### config.mk
export PLATFORM = sky130hd
export DESIGN_NAME = uart_rx_os
export DESIGN_NICKNAME = d
export VERILOG_FILES = /design/src/rtl/uart_rx_os_pkg.sv /design/src/rtl/uart_sync_fifo.sv /design/src/rtl/uart_rx_os.sv
export SDC_FILE = /design/constraint.sdc
export NUM_CORES = 1
export LEC_CHECK = 0
export ABC_AREA = 1
export CAP_MARGIN = 30
export CORE_ASPECT_RATIO = 1.25
export CORE_MARGIN = 2
export CORE_UTILIZATION = 59
export CTS_CLUSTER_DIAMETER = 100
export DETAILED_ROUTE_END_ITERATION = 10
export PLACE_DENSITY = 0.89
export SLEW_MARGIN = 20
export SYNTH_ARGS = -nofsm -noshare
export SYNTH_HDL_FRONTEND = slang
export SYNTH_SLANG_ARGS = --single-unit
### constraint.sdc
create_clock -name clk_sys -period 2.8 [get_ports clk_sys]
set_input_delay 0.42 -clock clk_sys [delete_from_list [all_inputs] [get_ports clk_sys]]
set_output_delay 0.42 -clock clk_sys [all_outputs]
set_load 0.02 [all_outputs]
### src/rtl/uart_rx_os_pkg.sv
// Shared definitions for the oversampling UART receiver and its TX successor.
//   rx_state_e : receive FSM states
//   rx_flags_t : per-word error flags stored alongside the data in the RX FIFO
//   calc_div   : rounded clk ticks per oversample tick
package uart_rx_os_pkg;

  typedef enum logic [2:0] {
    ST_IDLE,
    ST_START,
    ST_DATA,
    ST_PARITY,
    ST_STOP
  } rx_state_e;

  typedef struct packed {
    logic parity_err;
    logic frame_err;
  } rx_flags_t;

  localparam int unsigned FLAGS_W = 2;

  // (f_clk + f_tick/2) / f_tick, with f_tick = bps * oversample
  function automatic int unsigned calc_div(input int unsigned clk_mhz,
                                           input int unsigned bps,
                                           input int unsigned os);
    longint unsigned f_hz;
    longint unsigned den;
    f_hz = 64'(clk_mhz) * 64'd1000000;
    den  = 64'(bps) * 64'(os);
    return 32'((f_hz + den / 64'd2) / den);
  endfunction

endpackage

### src/rtl/uart_sync_fifo.sv
// First-word-fall-through FIFO for received words.
//   clk, rst_n : clock, synchronous active-low reset (clears entries)
//   push, wdata: write request and word
//   ready      : consumer accepts head; pop = valid && ready
//   valid/head : head entry present / head entry
//   count      : stored words
//   drop       : 1-cycle pulse when a push is lost because the FIFO is full
module uart_sync_fifo #(
  parameter int unsigned WIDTH = 10,
  parameter int unsigned DEPTH = 4
) (
  input  logic                     clk,
  input  logic                     rst_n,
  input  logic                     push,
  input  logic [WIDTH-1:0]         wdata,
  input  logic                     ready,
  output logic                     valid,
  output logic [WIDTH-1:0]         head,
  output logic [$clog2(DEPTH):0]   count,
  output logic                     drop
);

  localparam int unsigned PW = $clog2(DEPTH);
  localparam int unsigned CW = PW + 1;

  logic [WIDTH-1:0] mem [DEPTH];
  logic [PW-1:0]    wr_ptr;
  logic [PW-1:0]    rd_ptr;
  logic [CW-1:0]    count_n;
  logic             full;
  logic             pop;
  logic             wr_en;

  assign full  = (count == CW'(DEPTH));
  assign pop   = valid & ready;
  // A full FIFO still takes a word when the head leaves in the same cycle.
  assign wr_en = push & (~full | pop);
  assign head  = mem[rd_ptr];

  // Occupancy update
  always_comb begin
    count_n = count;
    unique case ({wr_en, pop})
      2'b10:   count_n = count + CW'(1);
      2'b01:   count_n = count - CW'(1);
      default: count_n = count;
    endcase
  end

  // Storage, pointers (wrap naturally at power-of-2 depth) and status
  always_ff @(posedge clk) begin
    if (!rst_n) begin
      for (int i = 0; i < int'(DEPTH); i++) mem[i] <= '0;
      wr_ptr <= '0;
      rd_ptr <= '0;
      count  <= '0;
      valid  <= 1'b0;
      drop   <= 1'b0;
    end else begin
      if (wr_en) begin
        mem[wr_ptr] <= wdata;
        wr_ptr      <= wr_ptr + PW'(1);
      end
      if (pop) rd_ptr <= rd_ptr + PW'(1);
      count <= count_n;
      valid <= (count_n != '0);
      drop  <= push & full & ~pop;
    end
  end

endmodule

### src/rtl/uart_rx_os.sv
// Oversampling UART receiver with 3-sample majority vote and RX FIFO.
//   clk_sys, rst_n     : clock, synchronous active-low reset
//   rx                 : asynchronous serial input, idles high
//   out_valid/out_ready: FIFO head handshake toward host logic
//   out_data           : head word, LSB = first bit received
//   out_parity_err     : head word failed parity (0 when parity disabled)
//   out_frame_err      : head word saw a 0 in a stop bit
//   overrun            : 1-cycle pulse when a completed word is dropped
//   rx_busy            : receive FSM not idle
//   fifo_count         : stored words
module uart_rx_os
  import uart_rx_os_pkg::*;
#(
  parameter int unsigned DATA_WIDTH  = 8,
  parameter int unsigned CLK_FREQ    = 50,
  parameter int unsigned BPS         = 115200,
  parameter int unsigned PARITY_ON   = 0,
  parameter int unsigned PARITY_TYPE = 0,
  parameter int unsigned STOP_BITS   = 1,
  parameter int unsigned OVERSAMPLE  = 16,
  parameter int unsigned FIFO_DEPTH  = 4
) (
  input  logic                          clk_sys,
  input  logic                          rst_n,
  input  logic                          rx,
  output logic                          out_valid,
  input  logic                          out_ready,
  output logic [DATA_WIDTH-1:0]         out_data,
  output logic                          out_parity_err,
  output logic                          out_frame_err,
  output logic                          overrun,
  output logic                          rx_busy,
  output logic [$clog2(FIFO_DEPTH):0]   fifo_count
);

  localparam int unsigned DIV = calc_div(CLK_FREQ, BPS, OVERSAMPLE);
  localparam int unsigned TW  = (DIV > 1) ? $clog2(DIV) : 1;
  localparam int unsigned SW  = $clog2(OVERSAMPLE);
  localparam int unsigned M   = OVERSAMPLE / 2;
  localparam int unsigned BW  = $clog2(DATA_WIDTH);
  localparam int unsigned FW  = DATA_WIDTH + FLAGS_W;

  rx_state_e             state;
  rx_state_e             state_n;
  logic                  sync1;
  logic                  rx_s;
  logic                  rx_d;
  logic [TW-1:0]         tcnt;
  logic [SW-1:0]         s;
  logic                  v_lo;
  logic                  v_mid;
  logic [BW-1:0]         bcnt;
  logic                  stop_cnt;
  logic [DATA_WIDTH-1:0] shreg;
  logic                  perr_q;
  logic                  ferr_q;
  logic                  tick;
  logic                  decide;
  logic                  bit_val;
  logic                  start_edge;
  logic                  restart;
  logic                  push;
  rx_flags_t             push_flags;
  rx_flags_t             head_flags;
  logic [FW-1:0]         head;

  assign tick       = (tcnt == TW'(DIV - 1));
  assign decide     = tick & (s == SW'(M + 1));
  // Samples at M-1 and M are held; the third is the live line at M+1.
  assign bit_val    = (v_lo & v_mid) | (v_lo & rx_s) | (v_mid & rx_s);
  // Edge-triggered start: a line held low after a framing error (break)
  // never produces a new falling edge, so the receiver waits in IDLE.
  assign start_edge = rx_d & ~rx_s;

  // Next-state and frame control
  always_comb begin
    state_n = state;
    restart = 1'b0;
    push    = 1'b0;
    unique case (state)
      ST_IDLE: begin
        if (start_edge) begin
          state_n = ST_START;
          restart = 1'b1;
        end
      end
      ST_START: begin
        if (decide) state_n = bit_val ? ST_IDLE : ST_DATA;
      end
      ST_DATA: begin
        if (decide && bcnt == BW'(DATA_WIDTH - 1))
          state_n = (PARITY_ON != 0) ? ST_PARITY : ST_STOP;
      end
      ST_PARITY: begin
        if (decide) state_n = ST_STOP;
      end
      ST_STOP: begin
        // Leaving mid-stop-bit lets an early next start edge resync.
        if (decide && stop_cnt == 1'(STOP_BITS - 1)) begin
          state_n = ST_IDLE;
          push    = 1'b1;
        end
      end
      default: state_n = ST_IDLE;
    endcase
  end

  // Synchroniser, FSM state and busy flag
  always_ff @(posedge clk_sys) begin
    if (!rst_n) begin
      sync1   <= 1'b1;
      rx_s    <= 1'b1;
      rx_d    <= 1'b1;
      state   <= ST_IDLE;
      rx_busy <= 1'b0;
    end else begin
      sync1   <= rx;
      rx_s    <= sync1;
      rx_d    <= rx_s;
      state   <= state_n;
      rx_busy <= (state_n != ST_IDLE);
    end
  end

  // Tick divider and in-bit sample counter; realigned on each start edge
  always_ff @(posedge clk_sys) begin
    if (!rst_n) begin
      tcnt  <= '0;
      s     <= '0;
      v_lo  <= 1'b0;
      v_mid <= 1'b0;
    end else begin
      if (restart) begin
        tcnt <= '0;
        s    <= '0;
      end else if (tick) begin
        tcnt <= '0;
        s    <= (s == SW'(OVERSAMPLE - 1)) ? '0 : s + SW'(1);
      end else begin
        tcnt <= tcnt + TW'(1);
      end
      if (tick && s == SW'(M - 1)) v_lo  <= rx_s;
      if (tick && s == SW'(M))     v_mid <= rx_s;
    end
  end

  // Frame datapath: data shift, parity and stop checks
  always_ff @(posedge clk_sys) begin
    if (!rst_n) begin
      bcnt     <= '0;
      stop_cnt <= 1'b0;
      shreg    <= '0;
      perr_q   <= 1'b0;
      ferr_q   <= 1'b0;
    end else if (restart) begin
      bcnt     <= '0;
      stop_cnt <= 1'b0;
      perr_q   <= 1'b0;
      ferr_q   <= 1'b0;
    end else if (decide) begin
      unique case (state)
        ST_DATA: begin
          shreg <= {bit_val, shreg[DATA_WIDTH-1:1]};
          bcnt  <= bcnt + BW'(1);
        end
        ST_PARITY: perr_q <= ((^shreg) ^ bit_val) != 1'(PARITY_TYPE);
        ST_STOP: begin
          if (!bit_val) ferr_q <= 1'b1;
          stop_cnt <= stop_cnt + 1'b1;
        end
        default: ;
      endcase
    end
  end

  // The final stop decision is folded in directly since it is not yet registered.
  always_comb begin
    push_flags            = '0;
    push_flags.parity_err = perr_q;
    push_flags.frame_err  = ferr_q | ~bit_val;
  end

  uart_sync_fifo #(
    .WIDTH (FW),
    .DEPTH (FIFO_DEPTH)
  ) u_fifo (
    .clk   (clk_sys),
    .rst_n (rst_n),
    .push  (push),
    .wdata ({shreg, push_flags}),
    .ready (out_ready),
    .valid (out_valid),
    .head  (head),
    .count (fifo_count),
    .drop  (overrun)
  );

  assign head_flags     = rx_flags_t'(head[FLAGS_W-1:0]);
  assign out_data       = head[FW-1:FLAGS_W];
  assign out_parity_err = head_flags.parity_err;
  assign out_frame_err  = head_flags.frame_err;

endmodule
==> metrics.txt, run 1 <==
Final Setup Violations=0; P_leak=0.00157 uW; First-pass DRT Iterations=5; CTS Buf Count=9; Non-Filler Instances=510; YS warnings=0; hold path startpoint=sync1$_SDFF_PN1_; Yosys cell types=38; final RePlAce weighted congestion=0.797; initial drt markers=190; M1 GR Usage=27.2%; M3 GR Usage=4.68%; CP arrival=2.04 ns; largest net degree at the start of global routing=23; Worst-Margin Slew=0.542 ns; WHS Path Cells=1; starting density of the core=60.2%; worst vdd rail ir drop=0.467 mV; Synth Instances=398; #FFs+latches synth=83; layout cells sized above 1=10.8%; Final nets=432; post-CTS sizing=0; Mapped Area=0.00369 mm2; via count=2,747; critical path type=flop to primary output; core area=0.00613 mm2; Root Driver=clkbuf_8; commonest cells after routing, fill and taps aside=nor2_1, dfxtp_1, nand2_1; Final Max Tran Viols=0; mean post-synth cell area=9.27 um2; Worst Path Max Fanout=20; placed insts=494; # DRC=0; drt total wl=7050 um; final hold vios=0; Worst Reg-to-Reg Cells=16; Avg WL per Cell=13.8 um; CP Launch Type=flop; grt ovf=0; Die Span X=74.7 um; status=complete, no violations; Seq/Total Area, Yosys=55.9%; # IOs=20; Setup crit end kind=primary output; Post-DRT Antenna Nets=0; Die H=92.4 um; TNS Setup=0 ns; I/O Buffers=19; required time worst endpoint=2.38 ns; die area=0.00690 mm2; initial antenna violation count=0; Worst Hold End=rx_s$_SDFF_PN1_; reg2reg end=u_fifo.valid$_SDFF_PN0_; final HPWL from detailed placement=5030 um; H-tree levels=3; total track usage=22.7%; global-route wire length before repair=11,900 um; maxcap violations=0; Reg2Reg Launch Point=tcnt[0]$_SDFF_PP0_; worst skew pair latency=0.36 ns; antenna cells=0; clk buf depth=2; commonest non-fill, non-tap cell in the layout=nor2_1; via/cell ratio=5.39; hold buffer count at cts=0; clock sinks=83; number of global-route vias before repair=2,678; TritonCTS clock tree=yes; Layout Skew=0.0113 ns; Setup Buffers After CTS=0; Worst Hold Class=flop to flop; R2R Setup Slk=0.44 ns; RSZ-0062 raised after global routing=false; final worst path period share=87.7%; Max Fclk=407 MHz; clk slew on worst S/H paths=0.08 ns; power per cell area=667 mW/mm2; fin util=68.1%; Std-Cell Rows=32; Mapped Nets=410; slew margin rel.=63.8%; GR peak layer=met2; Layout area overhead=13.1%; fin crit period=2.46 ns; met2 Use GR=38.9%
-- critical path, stage by stage (launching register included) --
cell and delay (ns):
dfxtp_1 0.31, inv_1 0.40, o21ai_0 0.16, o22ai_1 0.17
clkdlybuf4s50_1 0.64
-- kinds of logic after synthesis --
logic type               Yosys count  share of synthesized area [%]
adder cells (fa/ha/maj)            8                           2.92
XOR/XNOR                          13                           3.09
buffers and inverters             56                           6.38
AND/OR/NAND/NOR                  172                           22.1
flip-flops                        83                           55.9
AO/OA/AOI/OAI                     66                           9.63
-- cells in the mapped netlist (all sizes together) --
cell | count | area, um2
nand2 | 48 | 200
xor2 | 6 | 52.6
a21oi | 18 | 90.1
or2 | 2 | 12.5
o21a | 1 | 7.51
clkbuf | 7 | 26.3
nor3 | 7 | 45.0
buf | 5 | 43.8
a211oi | 1 | 7.51
nor3b | 2 | 15.0
o21ai | 33 | 165
a31oi | 1 | 6.26
fa | 1 | 20.0
nand3b | 2 | 15.0
dfxtp | 43 | 861
nor2 | 87 | 370
nand4 | 5 | 43.8
o211ai | 1 | 7.51
xnor2 | 7 | 61.3
edfxtp | 40 | 1200
nand3 | 19 | 113
clkinv | 1 | 3.75
a311oi | 1 | 8.76
inv | 43 | 161
o22ai | 10 | 62.6
ha | 7 | 87.6
-- metrics by stage --
stage	power, uW	hold slack, ns	area [um2]	setup slack, ns
finish	2780	0.433	4170	0.345
global route	2890	0.467	4170	0.222
CTS	2790	0.435	4170	0.303
detailed placement	1850	0.418	3950	0.395
global placement	1830	0.399	3950	0.465
floorplan	1670	0.393	3690	0.710
-- cell type report --
type | instances | area [um2]
tap | 85 | 106
timing repair buffer | 23 | 220
multi-input combinational | 259 | 1390
inverter | 44 | 165
clock inverter | 4 | 72.6
sequential | 83 | 2060
clock buffer | 12 | 155
fill | 458 | 1950
-- how the worst max path moves through the flow --
stage                  startpoint                              to  slack [ns]  depth (start not counted)
5_1_grt        tcnt[0]$_SDFF_PP0_         u_fifo.valid$_SDFF_PN0_        0.22                         16
4_1_cts                      flop                     out_data[3]        0.30                          4
3_3_place_gp            out_ready  u_fifo.mem[1][4]$_SDFFCE_PN0P_        0.47                          7
2_1_floorplan  tcnt[0]$_SDFF_PP0_      u_fifo.mem[3][0]$_DFFE_PP_        0.71                         10
3_5_place_dp            out_ready  u_fifo.mem[1][3]$_SDFFCE_PN0P_        0.40                          7
6_report                     flop                     out_data[3]        0.34                          4
-- power breakdown --
group	internal [uW]	switching, uW	leakage [uW]
Sequential	1330	41.6	0.000729
Clock	550	410	0.000113
Combinational	181	268	0.000734
-- registers in the layout, summed over array words and instances (netlist names), 2 cells and up, named ones only --
signal	cells
bcnt	3
state	3
u_fifo.count	3
u_fifo.mem	40
s	4
u_fifo.rd_ptr	2
u_fifo.wr_ptr	2
tcnt	5
shreg	8
-- per-layer routing --
layer / vias to the layer above / part of all wire (%)
li1: 1358 / -
met1: 1305 / 42
met2: 72 / 52
met3: 12 / 4.3
met4: 0 / 1.9
met5: - / 0
Power figures use the tool's default switching activity.
==> inputs of run 2 (changes only) <==
--- a/config.mk
+++ b/config.mk
@@ -12,6 +12,7 @@
 export CORE_UTILIZATION = 59
 export CTS_CLUSTER_DIAMETER = 100
 export DETAILED_ROUTE_END_ITERATION = 10
+export HOLD_SLACK_MARGIN = 0.02
 export PLACE_DENSITY = 0.89
 export SLEW_MARGIN = 20
 export SYNTH_ARGS = -nofsm -noshare
==> results of run 2 <==
Same layout as run 1: the final DEF is identical, and so are final timing and power.
